**config.mk**
```make
export PLATFORM = sky130hd
export DESIGN_NAME = slot_credit_controller
export DESIGN_NICKNAME = d
export VERILOG_FILES = /design/src/rtl/slot_credit_controller.sv
export SDC_FILE = /design/constraint.sdc
export NUM_CORES = 1
export LEC_CHECK = 0
export BUFFER_PORTS_ARGS = -buffer_cell sky130_fd_sc_hd__buf_2
export CORE_UTILIZATION = 60
export DETAILED_ROUTE_END_ITERATION = 10
export PLACE_DENSITY = 0.76
export SLEW_MARGIN = 20
export SYNTH_ARGS = -nofsm -noshare
export SYNTH_HDL_FRONTEND = slang
export SYNTH_SLANG_ARGS = --single-unit
```
**constraint.sdc**
```tcl
create_clock -name clock_in -period 3.45 [get_ports clock_in]
set_clock_uncertainty 0.1 [all_clocks]
set_input_delay 0.69 -clock clock_in [delete_from_list [all_inputs] [get_ports clock_in]]
set_output_delay 0.69 -clock clock_in [all_outputs]
set_load 0.03 [all_outputs]
```
**src/rtl/slot_credit_controller.sv**
```systemverilog
// ---------------------------------------------------------------------------
// slot_credit_controller
//
// Player-facing game controller for a three-reel slot machine. It debounces
// the spin button and charges a credit per spin. It then requests a spin from
// the reel logic and waits for the reels to stop. Finally it scores the
// stopped reel values and pays out into a two-digit BCD credit balance.
//
// Ports:
//   clock_in       system clock
//   CLR            asynchronous active-high reset
//   button         raw asynchronous spin push-button, active-high
//   reels_running  high while any reel is still spinning
//   reel1..reel3   stopped reel values (4 bits each)
//   spin_start     level request to the reel logic, high throughout START
//   credits_tens   BCD tens digit of the balance
//   credits_ones   BCD ones digit of the balance
//   win            last result: 0 none, 1 pair, 2 triple
//   busy           high whenever a spin is in progress
//   game_over      balance below spin cost while idle / game over
// ---------------------------------------------------------------------------
module slot_credit_controller #(
    parameter int DEBOUNCE_CYCLES = 500000,
    parameter int START_TIMEOUT   = 100000000,
    parameter int START_CREDITS   = 10,
    parameter int SPIN_COST       = 1,
    parameter int PAIR_PAY        = 2,
    parameter int TRIPLE_PAY      = 10,
    parameter int MAX_CREDITS     = 99
) (
    input  logic       clock_in,
    input  logic       CLR,
    input  logic       button,
    input  logic       reels_running,
    input  logic [3:0] reel1,
    input  logic [3:0] reel2,
    input  logic [3:0] reel3,
    output logic       spin_start,
    output logic [3:0] credits_tens,
    output logic [3:0] credits_ones,
    output logic [1:0] win,
    output logic       busy,
    output logic       game_over
);

    localparam int DB_W    = $clog2(DEBOUNCE_CYCLES + 1);
    localparam int TO_W    = $clog2(START_TIMEOUT + 1);
    localparam int MAX_PAY = (TRIPLE_PAY > PAIR_PAY) ? TRIPLE_PAY : PAIR_PAY;
    localparam int PAY_W   = $clog2(MAX_PAY + 2);

    localparam logic [DB_W-1:0]  DB_MAX   = DB_W'(DEBOUNCE_CYCLES);
    localparam logic [TO_W-1:0]  TO_LAST  = TO_W'(START_TIMEOUT - 1);
    localparam logic [3:0]       RST_TENS = 4'(START_CREDITS / 10);
    localparam logic [3:0]       RST_ONES = 4'(START_CREDITS % 10);
    localparam logic [3:0]       COST     = 4'(SPIN_COST);
    localparam logic [6:0]       COST_BIN = 7'(SPIN_COST);
    localparam logic [6:0]       MAX_BIN  = 7'(MAX_CREDITS);
    localparam logic [PAY_W-1:0] PAY_TRI  = PAY_W'(TRIPLE_PAY);
    localparam logic [PAY_W-1:0] PAY_PAIR = PAY_W'(PAIR_PAY);

    typedef enum logic [2:0] {
        S_IDLE,
        S_CHARGE,
        S_START,
        S_WAIT_STOP,
        S_EVAL,
        S_PAYOUT,
        S_GAME_OVER
    } state_t;

    // ------------------------------------------------------------------
    // Button synchronizer and debouncer
    // ------------------------------------------------------------------
    logic [1:0]      sync_reg;       // [0] first stage, [1] synchronized bit
    logic            sync_last_reg;  // previous synchronized bit, for change detect
    logic [DB_W-1:0] db_cnt_reg;
    logic            stable_reg;
    logic            stable_d_reg;
    logic            press;

    always_ff @(posedge clock_in or posedge CLR) begin
        if (CLR) begin
            sync_reg      <= 2'b00;
            sync_last_reg <= 1'b0;
            db_cnt_reg    <= '0;
            stable_reg    <= 1'b0;
            stable_d_reg  <= 1'b0;
        end else begin
            sync_reg      <= {sync_reg[0], button};
            sync_last_reg <= sync_reg[1];
            stable_d_reg  <= stable_reg;
            // Any bounce restarts the stability window. Once the counter
            // saturates, the input has been steady long enough to accept.
            if (sync_reg[1] != sync_last_reg) begin
                db_cnt_reg <= '0;
            end else if (db_cnt_reg != DB_MAX) begin
                db_cnt_reg <= db_cnt_reg + DB_W'(1);
            end else begin
                stable_reg <= sync_last_reg;
            end
        end
    end

    // Single-cycle pulse on the accepted rising edge.
    assign press = stable_reg & ~stable_d_reg;

    // ------------------------------------------------------------------
    // Game FSM and credit datapath
    // ------------------------------------------------------------------
    state_t           state_reg, state_next;
    logic [3:0]       tens_reg, tens_next;
    logic [3:0]       ones_reg, ones_next;
    logic [1:0]       win_reg, win_next;
    logic [PAY_W-1:0] pay_reg, pay_next;
    logic [TO_W-1:0]  to_cnt_reg, to_cnt_next;
    logic             spin_start_reg;
    logic             busy_reg;
    logic [6:0]       bal_bin;

    // Binary view of the balance, used only for comparisons.
    assign bal_bin = (7'(tens_reg) * 7'd10) + 7'(ones_reg);

    always_comb begin
        state_next  = state_reg;
        tens_next   = tens_reg;
        ones_next   = ones_reg;
        win_next    = win_reg;
        pay_next    = pay_reg;
        to_cnt_next = to_cnt_reg;

        case (state_reg)
            S_IDLE: begin
                if (press) begin
                    if (bal_bin >= COST_BIN) begin
                        state_next = S_CHARGE;
                    end else begin
                        state_next = S_GAME_OVER;
                    end
                end
            end

            S_CHARGE: begin
                // BCD subtract of a single-digit cost. The balance is known
                // to cover the cost, so a borrow always finds tens >= 1. The
                // 4-bit wrap in ones+10-cost is harmless: the result is < 10.
                if (ones_reg >= COST) begin
                    ones_next = ones_reg - COST;
                end else begin
                    ones_next = ones_reg + (4'd10 - COST);
                    tens_next = tens_reg - 4'd1;
                end
                win_next    = 2'd0;
                to_cnt_next = '0;
                state_next  = S_START;
            end

            S_START: begin
                // A missed reels_running rise should not hang the game.
                // After the timeout, score whatever the reels show.
                if (reels_running) begin
                    state_next = S_WAIT_STOP;
                end else if (to_cnt_reg == TO_LAST) begin
                    state_next = S_EVAL;
                end else begin
                    to_cnt_next = to_cnt_reg + TO_W'(1);
                end
            end

            S_WAIT_STOP: begin
                if (!reels_running) begin
                    state_next = S_EVAL;
                end
            end

            S_EVAL: begin
                // If not all three reels match, any single equality is
                // exactly one pair.
                if ((reel1 == reel2) && (reel2 == reel3)) begin
                    pay_next = PAY_TRI;
                    win_next = 2'd2;
                end else if ((reel1 == reel2) || (reel2 == reel3) || (reel1 == reel3)) begin
                    pay_next = PAY_PAIR;
                    win_next = 2'd1;
                end else begin
                    pay_next = '0;
                    win_next = 2'd0;
                end
                state_next = S_PAYOUT;
            end

            S_PAYOUT: begin
                // Count the pay in one credit per cycle. Whatever remains
                // after the balance hits the ceiling is forfeited.
                if ((pay_reg == '0) || (bal_bin >= MAX_BIN)) begin
                    pay_next   = '0;
                    state_next = S_IDLE;
                end else begin
                    if (ones_reg == 4'd9) begin
                        ones_next = 4'd0;
                        tens_next = tens_reg + 4'd1;
                    end else begin
                        ones_next = ones_reg + 4'd1;
                    end
                    pay_next = pay_reg - PAY_W'(1);
                end
            end

            S_GAME_OVER: begin
                state_next = S_GAME_OVER;
            end

            default: begin
                state_next = S_IDLE;
            end
        endcase
    end

    always_ff @(posedge clock_in or posedge CLR) begin
        if (CLR) begin
            state_reg      <= S_IDLE;
            tens_reg       <= RST_TENS;
            ones_reg       <= RST_ONES;
            win_reg        <= 2'd0;
            pay_reg        <= '0;
            to_cnt_reg     <= '0;
            spin_start_reg <= 1'b0;
            busy_reg       <= 1'b0;
        end else begin
            state_reg      <= state_next;
            tens_reg       <= tens_next;
            ones_reg       <= ones_next;
            win_reg        <= win_next;
            pay_reg        <= pay_next;
            to_cnt_reg     <= to_cnt_next;
            // Outputs are registered from the next state. They line up
            // exactly with the state register and need no extra decode.
            spin_start_reg <= (state_next == S_START);
            busy_reg       <= (state_next != S_IDLE) && (state_next != S_GAME_OVER);
        end
    end

    assign spin_start   = spin_start_reg;
    assign busy         = busy_reg;
    assign credits_tens = tens_reg;
    assign credits_ones = ones_reg;
    assign win          = win_reg;
    assign game_over    = (bal_bin < COST_BIN) &&
                          ((state_reg == S_IDLE) || (state_reg == S_GAME_OVER));

endmodule
```
==> results.py <==
metrics = {
    "floorplan": {
        "die_h_um": 86.6,
        "core_um2": 6870,
        "num_io_pins": 29,
        "die_width_um": 86.6,
        "initial_core_util": 0.625,
        "dieArea_um2": 7490,
        "rows": 30,
    },
    "worst_hold_path": {
        "hold_path_class": "reg -> reg",
        "hold_start": "sync_reg[0]",
    },
    "synthesis": {
        "syn_inst": 456,
        "synth_seq_cells": 70,
        "syn_area_um2": 4290,
        "ys_seq_area_frac": 0.409,
        "avgSynthCellArea_um2": 9.41,
        "yosys_warnings": 0,
        "synthArstFlopShare": 1.00,
        "synth_fp_nets": 491,
        "synthFlopType": "dfrtp_1",
        "synth_edf_count": 0,
        "synth_cell_type_count": 60,
    },
    "critical_path": {
        "cp_max_fo": 3,
        "cp_num_buf_inv": 1,
        "cp_slowest_cell": "fa_1",
        "r2r-start": "credits_tens[1]",
        "r2r-end": "credits_ones[0]",
        "cp-end-kind": "output pin",
        "path_class": "reg -> out",
        "slowest_delay_ns": 0.52,
        "path_depth": 8,
        "crit_path_start": "credits_tens[1]",
        "r2r.worst_path.cells": 10,
        "path_cells": "ha_1, ha_2, fa_1, o211a_1, and3_4, o2111a_1, nor4b_4, buf_4",
        "crit_end": "game_over",
        "cp.arrival_ns": 2.72,
        "start_kind": "flip-flop",
        "crit_family": "adder cells",
        "r2r_setup_slack_ns": 0.32,
        "required_ns": 2.66,
    },
    "clocking": {
        "hold_buffers": 0,
        "clkTransAtPathRegs_ns": 0.08,
        "clockBufferDepth": 2,
        "cts_buffers": 9,
        "clock_latency_ns": 0.34,
        "cts_tree": "done",
        "clkSinkCount": 70,
        "root_buffer": "clkbuf_8",
        "htreeDepth": 3,
    },
    "timing": {
        "slew_headroom": 0.414,
        "worst_pin_slew_ns": 0.878,
        "fin_ws_ns": -0.0556,
        "finalCritPeriodShare": 1.02,
        "hold_viol": 0,
        "fin_crit_ns": 3.51,
        "grt_setup_unrepaired": "true",
        "setup_viol": 1,
        "fmax_mhz": 285,
        "slew_violations": 0,
    },
    "global_routing": {
        "antenna_found_initial": 0,
        "grt_max_degree": 71,
        "grt_pass1_wl_um": 15000,
        "overflow": 0,
        "first_global_vias": 3333,
        "grtUsageTotal": 0.255,
    },
    "placed_design": {
        "gp_congestion": 0.877,
        "place.detailed.hpwl_um": 6080,
        "place_area_um2": 4550,
        "portBuffers": 28,
        "place_inst": 573,
    },
    "route": {
        "via_count": 3482,
        "ant_nets": 0,
        "drt-total-wl_um": 8860,
        "wl_per_cell_um": 14.9,
        "drc": 0,
        "viasPerCell": 5.85,
        "dr.pass1.iters": 4,
        "drtIter0Drc": 197,
    },
    "final_layout": {
        "diodes": 0,
        "area_growth_pct": 11.8,
        "largest_reg_flops": 27,
        "finalNetCount": 529,
        "fill_cells": 548,
        "drive_gt1_frac": 0.166,
        "stdcell_area_um2": 4800,
        "final_util": 0.699,
        "stdcell_count": 595,
    },
    "power_and_ir_drop": {
        "swShare": 0.243,
        "seq_power_share": 0.549,
        "vdd_drop_max_v": 0.000212,
        "pwr-share-comb": 0.048,
        "power.density_nw_per_um2": 318,
        "power.internal_mw": 1.15,
        "clockPowerShare": 0.403,
        "switchingPower_uw": 371,
        "leakage_nw": 2.21,
    },
    "status": {
        "violations": "negative setup slack",
        "status": "finished, violations left",
    },
    "flow_run": {
        "drv_cap": 0,
    },
}
==> what timing repair did <==
| item | 4_1_cts | 5_1_grt |
|---|---|---|
| resized for setup | 3 | 2 |
| buffers inserted | 4 | 2 |
| pin swaps | 5 | 3 |
| setup endpoints to repair | 1 | 1 |
==> worst reg2reg max path: cells and delay by family (launching register included) <==
family	cells	cell delay, ns
compound gates	3	0.68
fa+ha+maj	3	0.97
buf+inv	1	0.12
flops	1	0.40
mux	1	0.38
simple gates	2	0.37
==> synth_stat cells, drive strengths merged (3+ instances only) <==
master   n  share of area
a211oi   5         0.0087
a21o     3         0.0052
a21oi   22          0.027
a31oi    7          0.010
a41o     6          0.014
and2     4         0.0058
and3    10          0.015
and4     3         0.0061
buf      6          0.011
clkbuf  10         0.0087
dfrtp   69           0.40
fa       3          0.014
ha      16          0.047
inv     16          0.014
mux2     7          0.018
mux2i    5          0.012
nand2   42          0.037
nand2b   5         0.0073
nand3   21          0.024
nand4   14          0.022
nor2    54          0.048
nor2b    8          0.012
nor3    10          0.013
nor3b    4         0.0093
nor4     6          0.012
o21ai   17          0.020
or3      3         0.0044
xnor2   20          0.041
xor2    30          0.061
==> power by group through the flow <==
stage          sequential [mW]  clock, mW  combinational [mW]
6_report                 0.837      0.614              0.0735
5_1_grt                  0.838      0.671              0.0850
4_1_cts                  0.837      0.630              0.0752
3_5_place_dp             0.853          0              0.0748
3_3_place_gp             0.852          0              0.0720
2_1_floorplan            0.851          0              0.0456
==> logic make-up (layout without fill, tap and decap cells) <==
| group | after synthesis | after routing | synth area share |
|---|---|---|---|
| compound gates | 77 | 77 | 0.125 |
| xor+xnor | 50 | 50 | 0.102 |
| fa+ha+maj | 19 | 19 | 0.0607 |
| buf+inv | 32 | 75 | 0.0341 |
| flops | 70 | 70 | 0.409 |
| mux | 12 | 12 | 0.0300 |
| simple gates | 196 | 196 | 0.240 |
==> worst min path at each step <==
stage                   to  slack, ns  cells after the start
2_1_floorplan  sync_reg[1]       0.23                      0
3_3_place_gp   sync_reg[1]       0.24                      0
3_5_place_dp   sync_reg[1]       0.24                      0
4_1_cts        sync_reg[1]       0.25                      0
5_1_grt        sync_reg[1]       0.28                      0
6_report       sync_reg[1]       0.25                      0
==> cell type report <==
class                   instances  area, um^2  area share
multi-input cells             354        2420       0.505
flip-flops and latches         70        1750       0.365
repair buffers                 43         255      0.0532
clock buffers                  11         151      0.0316
well taps                      96         120      0.0250
inverters                      16        60.1      0.0125
clock inverters                 5        33.8     0.00704
==> layout by cell type, fill, tap and decap left out, types with 6 or more instances in the layout <==
| cell type | count |
|---|---|
| a41o_1 | 6 |
| inv_1 | 15 |
| and3_1 | 9 |
| ha_1 | 15 |
| buf_2 | 27 |
| a21oi_1 | 20 |
| mux2_2 | 7 |
| nand4_1 | 13 |
| xor2_1 | 30 |
| nand3_1 | 21 |
| buf_4 | 16 |
| nor3_1 | 9 |
| clkbuf_8 | 11 |
| nor2b_1 | 8 |
| o21ai_0 | 15 |
| a31oi_1 | 7 |
| xnor2_1 | 19 |
| nor2_1 | 53 |
| nand2_1 | 42 |
| dfrtp_1 | 69 |
==> metal layers <==
layer	share of wire	up-vias	GRT usage
met4	0.010	0	0.0727
met3	0.044	11	0.0438
met5	0	-	0
met2	0.48	78	0.421
li1	-	1703	-
met1	0.47	1690	0.347
==> per-stage QoR <==
| step | setup TNS (ns) | hold WS [ns] | power [mW] | worst slack (ns) |
|---|---|---|---|---|
| after global placement | 0 | 0.237 | 0.924 | 0.248 |
| after CTS | -0.0840 | 0.255 | 1.54 | -0.0840 |
| final | -0.0556 | 0.254 | 1.52 | -0.0556 |
| after detailed placement | 0 | 0.237 | 0.927 | 0.148 |
| after global routing | -0.145 | 0.277 | 1.59 | -0.145 |
| after floorplan | 0 | 0.231 | 0.896 | 0.0558 |
Power figures use the tool's default switching activity.
